<file path="config.mk">
export PLATFORM = sky130hd
export DESIGN_NAME = aes_round_sequencer
export DESIGN_NICKNAME = d
export VERILOG_FILES = /design/src/rtl/aes_round_sequencer.sv
export SDC_FILE = /design/constraint.sdc
export NUM_CORES = 1
export LEC_CHECK = 0
export CORE_AREA = 2 2 52 54
export CTS_BUF_LIST = sky130_fd_sc_hd__clkbuf_4 sky130_fd_sc_hd__clkbuf_8 sky130_fd_sc_hd__clkbuf_16
export DETAILED_ROUTE_END_ITERATION = 8
export DIE_AREA = 0 0 54 56
export GPL_TIMING_DRIVEN = 0
export PLACE_DENSITY = 0.75
export SYNTH_ARGS = -nofsm -noshare
export SYNTH_HDL_FRONTEND = slang
export SYNTH_SLANG_ARGS = --single-unit
</file>
<file path="constraint.sdc">
create_clock -name clk -period 2.3 [get_ports clk]
set_input_delay 0.575 -clock clk [delete_from_list [all_inputs] [get_ports clk]]
set_output_delay 0.575 -clock clk [all_outputs]
set_load 0.01 [all_outputs]
</file>
<file path="src/rtl/aes_round_sequencer.sv">
// AES engine control sequencer: counts 16 plaintext bytes in, steps the round
// transformer through rounds 0..NR, then holds transformer_done until readout.
module aes_round_sequencer #(
  parameter int NR           = 10,
  parameter int ROUND_CYCLES = 1
) (
  input  logic       clk,
  input  logic       rst_,
  input  logic       in_valid,
  output logic       in_ready,
  output logic       byte_we,
  output logic [3:0] byte_idx,
  output logic       round_en,
  output logic [3:0] round_idx,
  output logic       init_add,
  output logic       last_round,
  output logic       transformer_done,
  input  logic       output_read,
  input  logic       flush,
  output logic       busy
);

  typedef enum logic [1:0] {IDLE, LOAD, RUN, DONE} state_t;

  localparam logic [2:0] CYC_LAST   = 3'(ROUND_CYCLES - 1);
  localparam logic [3:0] ROUND_LAST = 4'(NR);

  state_t     state, state_nxt;
  logic [2:0] cyc_cnt, cyc_nxt;
  logic       armed, armed_nxt;
  logic [3:0] byte_idx_nxt, round_idx_nxt;
  logic       in_ready_nxt, round_en_nxt, init_add_nxt, last_round_nxt;
  logic       done_nxt, busy_nxt;

  assign byte_we = in_valid && in_ready && !flush;

  always_comb begin
    state_nxt      = state;
    byte_idx_nxt   = byte_idx;
    round_idx_nxt  = round_idx;
    cyc_nxt        = cyc_cnt;
    armed_nxt      = armed;
    round_en_nxt   = 1'b0;
    init_add_nxt   = init_add;
    last_round_nxt = last_round;
    done_nxt       = transformer_done;

    if (flush) begin
      state_nxt      = IDLE;
      byte_idx_nxt   = 4'd0;
      round_idx_nxt  = 4'd0;
      cyc_nxt        = 3'd0;
      armed_nxt      = 1'b0;
      init_add_nxt   = 1'b0;
      last_round_nxt = 1'b0;
      done_nxt       = 1'b0;
    end else begin
      case (state)
        IDLE: begin
          if (byte_we) begin
            byte_idx_nxt = byte_idx + 4'd1;
            state_nxt    = LOAD;
          end
        end
        LOAD: begin
          if (byte_we) begin
            // 4-bit index wraps 15 -> 0 on the final byte
            byte_idx_nxt = byte_idx + 4'd1;
            if (byte_idx == 4'd15) begin
              state_nxt     = RUN;
              round_idx_nxt = 4'd0;
              cyc_nxt       = 3'd0;
              armed_nxt     = 1'b0;
            end
          end
        end
        RUN: begin
          // first RUN cycle only arms; round 0 is launched on the next edge
          if (!armed) begin
            armed_nxt      = 1'b1;
            round_en_nxt   = 1'b1;
            round_idx_nxt  = 4'd0;
            cyc_nxt        = 3'd0;
            init_add_nxt   = 1'b1;
            last_round_nxt = 1'b0;
          end else if (cyc_cnt == CYC_LAST) begin
            cyc_nxt = 3'd0;
            if (round_idx == ROUND_LAST) begin
              state_nxt      = DONE;
              armed_nxt      = 1'b0;
              init_add_nxt   = 1'b0;
              last_round_nxt = 1'b0;
              done_nxt       = 1'b1;
            end else begin
              round_idx_nxt  = round_idx + 4'd1;
              round_en_nxt   = 1'b1;
              init_add_nxt   = 1'b0;
              last_round_nxt = (round_idx + 4'd1) == ROUND_LAST;
            end
          end else begin
            cyc_nxt = cyc_cnt + 3'd1;
          end
        end
        DONE: begin
          if (output_read) begin
            state_nxt     = IDLE;
            round_idx_nxt = 4'd0;
            done_nxt      = 1'b0;
          end
        end
        default: state_nxt = IDLE;
      endcase
    end

    in_ready_nxt = (state_nxt == IDLE) || (state_nxt == LOAD);
    busy_nxt     = state_nxt != IDLE;
  end

  always_ff @(posedge clk or negedge rst_) begin
    if (!rst_) begin
      state            <= IDLE;
      byte_idx         <= 4'd0;
      round_idx        <= 4'd0;
      cyc_cnt          <= 3'd0;
      armed            <= 1'b0;
      in_ready         <= 1'b1;
      round_en         <= 1'b0;
      init_add         <= 1'b0;
      last_round       <= 1'b0;
      transformer_done <= 1'b0;
      busy             <= 1'b0;
    end else begin
      state            <= state_nxt;
      byte_idx         <= byte_idx_nxt;
      round_idx        <= round_idx_nxt;
      cyc_cnt          <= cyc_nxt;
      armed            <= armed_nxt;
      in_ready         <= in_ready_nxt;
      round_en         <= round_en_nxt;
      init_add         <= init_add_nxt;
      last_round       <= last_round_nxt;
      transformer_done <= done_nxt;
      busy             <= busy_nxt;
    end
  end

endmodule
</file>
# Word level (Yosys, flattened, before mapping)
# Cells that the tools add are included.
word_totals:
  elab_cells: 102
  input_bits: 5
  ff_bits: 20
  output_inout_bits: 15
op_classes:
  eq_ne: 16
  addsub: 3
  muxes: 52
  reduce_logical: 20
op_table:
  columns: ["cell", "n"]
  rows:
  - ["$mux W4", 10]
  - ["$mux W1", 24]
  - ["$ne A3 B3 Y1 const B", 6]
  - ["$mux W2", 8]
  - ["$mux W3", 5]
  - ["$eq A4 B4 Y1 const B", 3]
  - ["$pmux W4 S3", 1]
  - ["$add A4 B1 Y4 const B", 2]
  - ["$ne A4 B4 Y1 const B", 2]
  - ["$pmux W2 S4", 1]
  - ["$reduce_bool A2 Y1", 4]
  - ["$pmux W3 S2", 1]
  - ["$reduce_and A6 Y1", 1]
  - ["$reduce_bool A3 Y1", 2]
  - ["$reduce_and A5 Y1", 1]
  - ["$eq A2 B1 Y1 const B", 2]
  - ["$eq A2 B2 Y1 const B", 2]
  - ["$logic_not A2 Y1", 2]
  - ["$pmux W1 S2", 2]
  - ["$reduce_and A2 Y1", 2]
  - ["$reduce_bool A4 Y1", 1]
  - ["$add A3 B1 Y3 const B", 1]
  - ["$logic_not A3 Y1", 1]
  - ["$ne A3 B2 Y1 const B", 1]
  - ["other kinds (5)", 6]

# Longest topological paths before layout
logic_depth:
  depth_word: 8
  ltp_mapped: 6
  mapped_depth_nobuf: 6

# Least setup slack after synthesis
# OpenSTA, ideal clock, no wires.
synth_path:
  kind: "reg2reg"
  start: "register state[1]"
  end: "register busy"
  path_buffers: 0
  arrival_ps: 1518
  path_slack_ps: 657
  path_stages_with_launch: 7
  synth_period_minus_slack_ps: 1643
  path_cell_list: "dfrtp_1 -> inv_1 -> ha_1 -> or2_1 -> a311oi_1 -> a2111oi_2 -> or2_1"
synth_via:
  elab_chain_len: 6
  elab_cells_between_ends: 14
  cone_classes: "eq/ne: 3; mux: 9; reduce/logical: 2"
synth_rtl:
  columns: ["element", "line", "text"]
  rows:
  - ["start: declaration", "28", "state_t state, state_nxt;"]
  - ["start signal: assignment", "133", "state <= state_nxt;"]
  - ["$mux W2", "88", "if (round_idx == ROUND_LAST) begin"]
  - ["$mux W2", "86", "end else if (cyc_cnt == CYC_LAST) begin"]
  - ["$mux W2", "79", "if (!armed) begin"]
  - ["$pmux W2 S4 *", "58", "case (state)"]
  - ["$mux W2 *", "48", "if (flush) begin"]
  - ["net state_nxt[1]", "28", null]
  - ["$reduce_bool A2 Y1 *", "116", "busy_nxt = state_nxt != IDLE;"]
  - ["net busy_nxt", "33", "logic done_nxt, busy_nxt;"]
  - ["end signal: assignment", "143", "busy <= busy_nxt;"]
  - ["end: declaration", "20", "output logic busy"]
# The timed path passes the listed nets; every way through them passes the cells marked *.
# A chain may end at the register's enable or synchronous reset.

# Final worst setup path
layout_path:
  start: "input in_valid"
  end: "output byte_we"
layout_via:
  elab_chain_len: 2
layout_rtl:
  columns: ["element", "line", "text"]
  rows:
  - ["start: declaration", "9", "input logic in_valid,"]
  - ["$logic_and A1 B1 Y1 (2 in a row)", "35", "assign byte_we = in_valid && in_ready && !flush;"]
  - ["end: declaration", "11", "output logic byte_we,"]
# No other way between the ends.

==> flow_summary_export.csv <==
group,metric,value,unit
status,run_status,"complete, no violations",
synthesis,syn_inst,124,
drt,dr_total_vias,988,
cts,hold_buffers,0,
drt,routed_wl,2509,µm
hold_path,hold_start,"cyc_cnt[1]",
cts,clock_path_buffers,2,
cts,cts_tree,"yes",
setup_path,cp.required,1.73,ns
global_route,grt_pass1_vias,949,
placed_design,dp_worst_setup_slack,-0.4599,ns
cts,root_buffer,"clkbuf_4",
synthesis,synth.most_common_cell,"dfrtp_1",
sta,slew-limit-headroom,41.14,%
cts,cts_inserted_buffers,3,
floorplanning,die_area,3024,µm²
drt,ant_nets,0,
synthesis,synthesis.nets,139,
sta,clock_skew,0.007970,ns
synthesis,ys_ff_latch,20,
floorplanning,die_h,56,µm
synthesis,synth_flop_cell,"dfrtp_1",
sta,setup_violations,0,
placed_design,dpl_cell_area,1445,µm²
global_route,grt_use_met1,24.87,%
global_route,grt_antenna_before_repair,0,
sta,max_freq,464.2,MHz
final_layout,area_growth,21.79,%
final_layout,nNetsFinal,163,
cts,clk_latency,0.31,ns
final_layout,finish.utilization,60.96,%
sta,setup-tns-final,0,ns
final_layout,drive_above_1_share,8.844,%
power_and_ir_drop,power_density,872.8,nW/µm²
final_layout,fin_area,1483,µm²
sta,post-route-period-util,93.66,%
setup_path,critPathMaxFanout,4,
synthesis,async_reset_ff_share,100.0,%
sta,tightest_slew,0.8801,ns
drt,drc,0,
setup_path,start_kind,"input pin",
setup_path,endpoint,"byte_we",
sta,rsz0062_at_grt,"false",
synthesis,synth_area_leaders,"dfrtp_1 39%, ha_1 10%, inv_1 3.7%, nor2_1 2.8%, nor2b_1 2.6%",
global_route,grt_start_max_net_pins,21,
synthesis,yosysUniqueCellTypes,41,
global_route,globalRouteMet3Util,2.419,%
cts,postCtsSetupBuffers,0,
synthesis,ys_top_cells_by_count,"19 x dfrtp_1, 12 x inv_1, 10 x ha_1",
synthesis,synth_top_cell_area_share,39.05,%
global_route,grtUsageMet2,29.09,%
global_route,grt_busiest_layer,"met2",
global_route,grt_pass1_wl,4174,µm
floorplanning,pin_count,20,
placed_design,dp_hpwl,1893,µm
setup_path,endpoint_kind,"primary output",
setup_path,r2r_end,"busy",
synthesis,synth.cell_area,1217,µm²
synthesis,synth-edff-count,0,
placed_design,port_buffers,19,
synthesis,seq_area_frac_synth,41.21,%
setup_path,r2r.worst_path.cells,6,
setup_path,rr_startpoint,"state[1]",
setup_path,worstSetupStartpoint,"in_valid",
sta,setup_ws,0.1459,ns
power_and_ir_drop,ir_drop,756.4,µV
drt,wl_per_cell,14.18,µm
sta,maxSlewViolCount,0,
drt,drt_iter0_drc,18,
drt,viasPerCell,5.582,
hold_path,hp-class,"reg -> reg",
placed_design,place_inst,173,
floorplanning,rows,18,
cts,clkSinkCount,20,
setup_path,cp.arrival,1.58,ns
cts,clkTransAtPathRegs,0.11,ns
synthesis,yosys.area.top_type,"dfrtp_1",
global_route,overflow,0,
final_layout,diodes,0,
floorplanning,start_util,50.05,%
global_route,grt_use_total,18.27,%
drt,first_pass_iters,4,
cts,cts.htree.levels,1,
job,drv_cap,0,
setup_path,rrSetupSlack,0.41,ns
sta,hold_violations,0,
placed_design,place_congestion,0.8043,
floorplanning,coreArea,2432,µm²
setup_path,crit_type,"in -> out",
floorplanning,die_w,54,µm
sta,layout_min_cycle_time,2.154,ns
final_layout,final_cells,177,
power_and_ir_drop,p_leak,0.6687,nW
synthesis,ys.warnings.count,0,
synthesis,syn_avg_cell_area,9.818,µm²
-- per-layer routing --
| layer | up-vias | routed length (µm) |
|---|---|---|
| met2 | 18 | 1199 |
| li1 | 485 | - |
| met4 | 0 | 40 |
| met5 | - | 0 |
| met1 | 480 | 1208 |
| met3 | 5 | 60 |
-- where the power goes --
part	internal (mW)	switching (mW)
logic	0.276	0.316
clock network	0.0967	0.117
registers	0.419	0.0693
total	0.792	0.502
-- layout make-up --
cell class                      instances  area [µm²]
Sequential cell                        20       501.7
Tap cell                               30       37.54
Buffer                                  1       7.507
Clock buffer                            4       36.28
Fill cell                             223       949.7
Multi-Input combinational cell         91       666.9
Inverter                               12       45.04
Timing Repair Buffer                   19       187.7
-- worst max-delay path: stages --
cell and delay [ns]:
clkdlybuf4s50_1 0.54, nand2_1 0.11, nor2_1 0.09, dlygate4sd2_1 0.27
-- repair_timing --
action,4_1_cts,5_1_grt
setup endpoints to repair,1,0
hold endpoints to repair,0,0
gates resized for setup,4,0
-- registers in the layout, summed over array words and instances, names as in the netlist --
signal and flops:
last_round 1, cyc_cnt 3, round_en 1, busy 1, transformer_done 1, in_ready 1
byte_idx 4, init_add 1, armed 1, state 2, round_idx 4
-- cell families after synthesis --
kind of cell / share of synthesized area, %
and+or+nand+nor: 19.84
adders and majority gates: 10.28
DFF: 41.21
buffers and inverters: 4.008
AOI/OAI and AO/OA: 19.22
muxes: 2.569
xor gates and xnor gates: 2.878
-- through the flow --
step | hold WS, ns | power [mW]
floorplan | 0.2794 | 0.8862
global placement | 0.5009 | 1.053
detailed placement | 0.5250 | 1.082
CTS | 0.5515 | 1.294
global route | 0.5804 | 1.376
finish | 0.5441 | 1.294
-- worst min path at each step --
stage / endpoint / slack, ns / cells after the start
after detailed placement: cyc_cnt[1] / 0.53 / 2
after floorplan: armed / 0.28 / 0
final: cyc_cnt[1] / 0.54 / 2
after CTS: cyc_cnt[1] / 0.55 / 2
after global routing: last_round / 0.58 / 2
after global placement: cyc_cnt[1] / 0.50 / 2
-- placed cells by master (no fill, tap or decap), drive strengths merged, types with 3 or more instances in the layout --
cell type / count
nand3: 4
inv: 12
nor2: 9
nand2: 8
nor2b: 5
o21ai: 9
a22o: 3
clkdlybuf4s50: 17
clkbuf: 5
nand4: 3
and3: 3
ha: 10
a21oi: 5
dfrtp: 19
Power figures use the tool's default switching activity.
==> variant (config.mk and constraints unchanged) <==
Set the parameter `ROUND_CYCLES` to 0 (it was 1).
--- a/src/rtl/aes_round_sequencer.sv
+++ b/src/rtl/aes_round_sequencer.sv
@@ -4,3 +4,3 @@
   parameter int NR           = 10,
-  parameter int ROUND_CYCLES = 1
+  parameter int ROUND_CYCLES = 0
 ) (
Function: no difference found for any inputs over 10 cycles, from zero or initial values and one cycle with rst_ low; that may be too few to reach the edited logic, so the function may still have changed.
==> variant against the original RTL <==
- wire length shrank 1.8%
- global-route usage grew 0.97 points
- worst setup slack improved by 0.0031 ns
- synthesized area rose by 3.2%
- total power increased by 4.1%
- design area is 3.7% higher
- synthesized cell count is 1.6% lower
- first-iteration DRC count increased by 22%
- clock skew down 0.0046 ns
- sequential cell count unchanged
- sequential share of layout area shrank 1.2 points
- hold slack worse by 0.043 ns
- largest cell class unchanged
==> variant: results (changes against the original RTL) <==
** Status
- Run status :: complete, no violations

** Power and ir drop
- Leak pwr :: 0.718 nW (+7.3%)
- The maximum ir drop on the vdd rail is 0.000703 V (-7.1%).
- Switching share of power :: 35.0% (-3.8 points)

** Yosys
- The number of unique standard cell types used by synthesis was 47 (+15%).
- Net count of the mapped netlist :: 137 (-1.4%)
- Most frequent cells after synthesis :: sky130_fd_sc_hd__dfrtp_1 (19), sky130_fd_sc_hd__ha_1 (10), sky130_fd_sc_hd__inv_1 (10), sky130_fd_sc_hd__nand2_1 (10), sky130_fd_sc_hd__nor2_1 (10)
- Synth Area in Compound Gates :: 16.2% (-3.0 points)
- Cell types occupying the most area after synthesis :: sky130_fd_sc_hd__dfrtp_1 (38%), sky130_fd_sc_hd__ha_1 (10%), sky130_fd_sc_hd__mux2_4 (3.6%), sky130_fd_sc_hd__inv_1 (3.0%), sky130_fd_sc_hd__nand2_1 (3.0%)
- Post-Synth XOR/XNOR Area :: 2.79% (-0.089 points)
- The post-synthesis sequential area ratio was 39.9% (-1.3 points).
- The post-synthesis adder-cell area fraction is 9.96% (-0.32 points).

** Final layout
- Count of sequential standard cells :: 20 (unchanged)
- The clock tree buffer count of the final layout is 3 (-1).
- Number of buffers other than clock buffers in the final layout :: 22 (+10%)
- Fraction of layout cells with a size suffix above 1 :: 15.9% (+7.0 points)
- The register share of the cell area is 32.6% (-1.2 points).
- The count of inverters other than clock inverters in the layout is 11 (-1).
- The share of final layout cell area taken by non-clock buffers was 13.8% (+0.59 points).
- Compared with the post-synthesis result, the final layout area differs by 22.4%.
- Area of combinational cells with multiple inputs :: 693 um2 (+3.9%)
- Final standard cell count with taps included and fillers excluded :: 175 (-1.1%)
- The net total in the final layout is 161 (-1.2%).
- The number of combinational gates with multiple inputs is 88 (-3.3%).
- The final-layout fill cell count is 218 (-2.2%).
- The share of final layout cell area taken by clock buffers and inverters came to 3.42% (+0.97 points).

** Drt
- The routed length on met3 is 112 um (+87%).
- WL/cell :: 14.1 um (-0.63%)
- Met1 WL :: 1130 um (-6.2%)

** Placement
- The detailed-placement wirelength estimate was 1860 um (-1.8%).
- The post-placement cell count is 171 (-1.2%).
- Placed inst area :: 1480 um2 (+2.7%)
- Worst-case setup slack after placement :: -0.529 ns (-0.0687 ns)

** Setup path
- Biggest cell delay along the critical path :: 0.37 ns (-0.17 ns)
- The maximum fanout along the worst path is 10 (+6).

** Global routing
- The met3 capacity usage during global routing was 3.49% (+1.1 points).
- The met2 capacity usage during global routing is 30.0% (+0.87 points).
- The global-route met1 utilization came to 26.9% (+2.0 points).
- The global-route wire length before repair is 4370 um (+4.8%).
- The global-route usage over all layers was 19.2% (+0.97 points).

** STA
- Remaining max-slew budget at the tightest pin :: 41.0% (-0.11 points)
[variant: final timing paths]
check	startpoint	to	slack, ns	cells after the start
worst max-delay path	flush	byte_we	0.15	4
worst min-delay path	cyc_cnt[2]	cyc_cnt[2]	0.50	1
worst max register to register	state[1]	cyc_cnt[1]	0.41	6
worst min register to register	cyc_cnt[2]	cyc_cnt[2]	0.50	1
max in group asynchronous	rst_	round_idx[0]	1.00	1
min in group asynchronous	rst_	round_idx[3]	0.76	1
[variant: kinds of logic after synthesis]
family	Yosys count
buffers and inverters	14
DFF	20
xor gates and xnor gates	4
AOI/OAI and AO/OA	25
muxes	6
and+or+nand+nor	43
adders and majority gates	10
[variant: power groups by stage]
stage | combinational [mW] | clock, mW | sequential (mW)
after global routing | 0.653 | 0.309 | 0.491
after global placement | 0.570 | 0 | 0.482
after CTS | 0.591 | 0.292 | 0.478
after floorplan | 0.389 | 0 | 0.493
after detailed placement | 0.583 | 0 | 0.485
final | 0.586 | 0.285 | 0.476
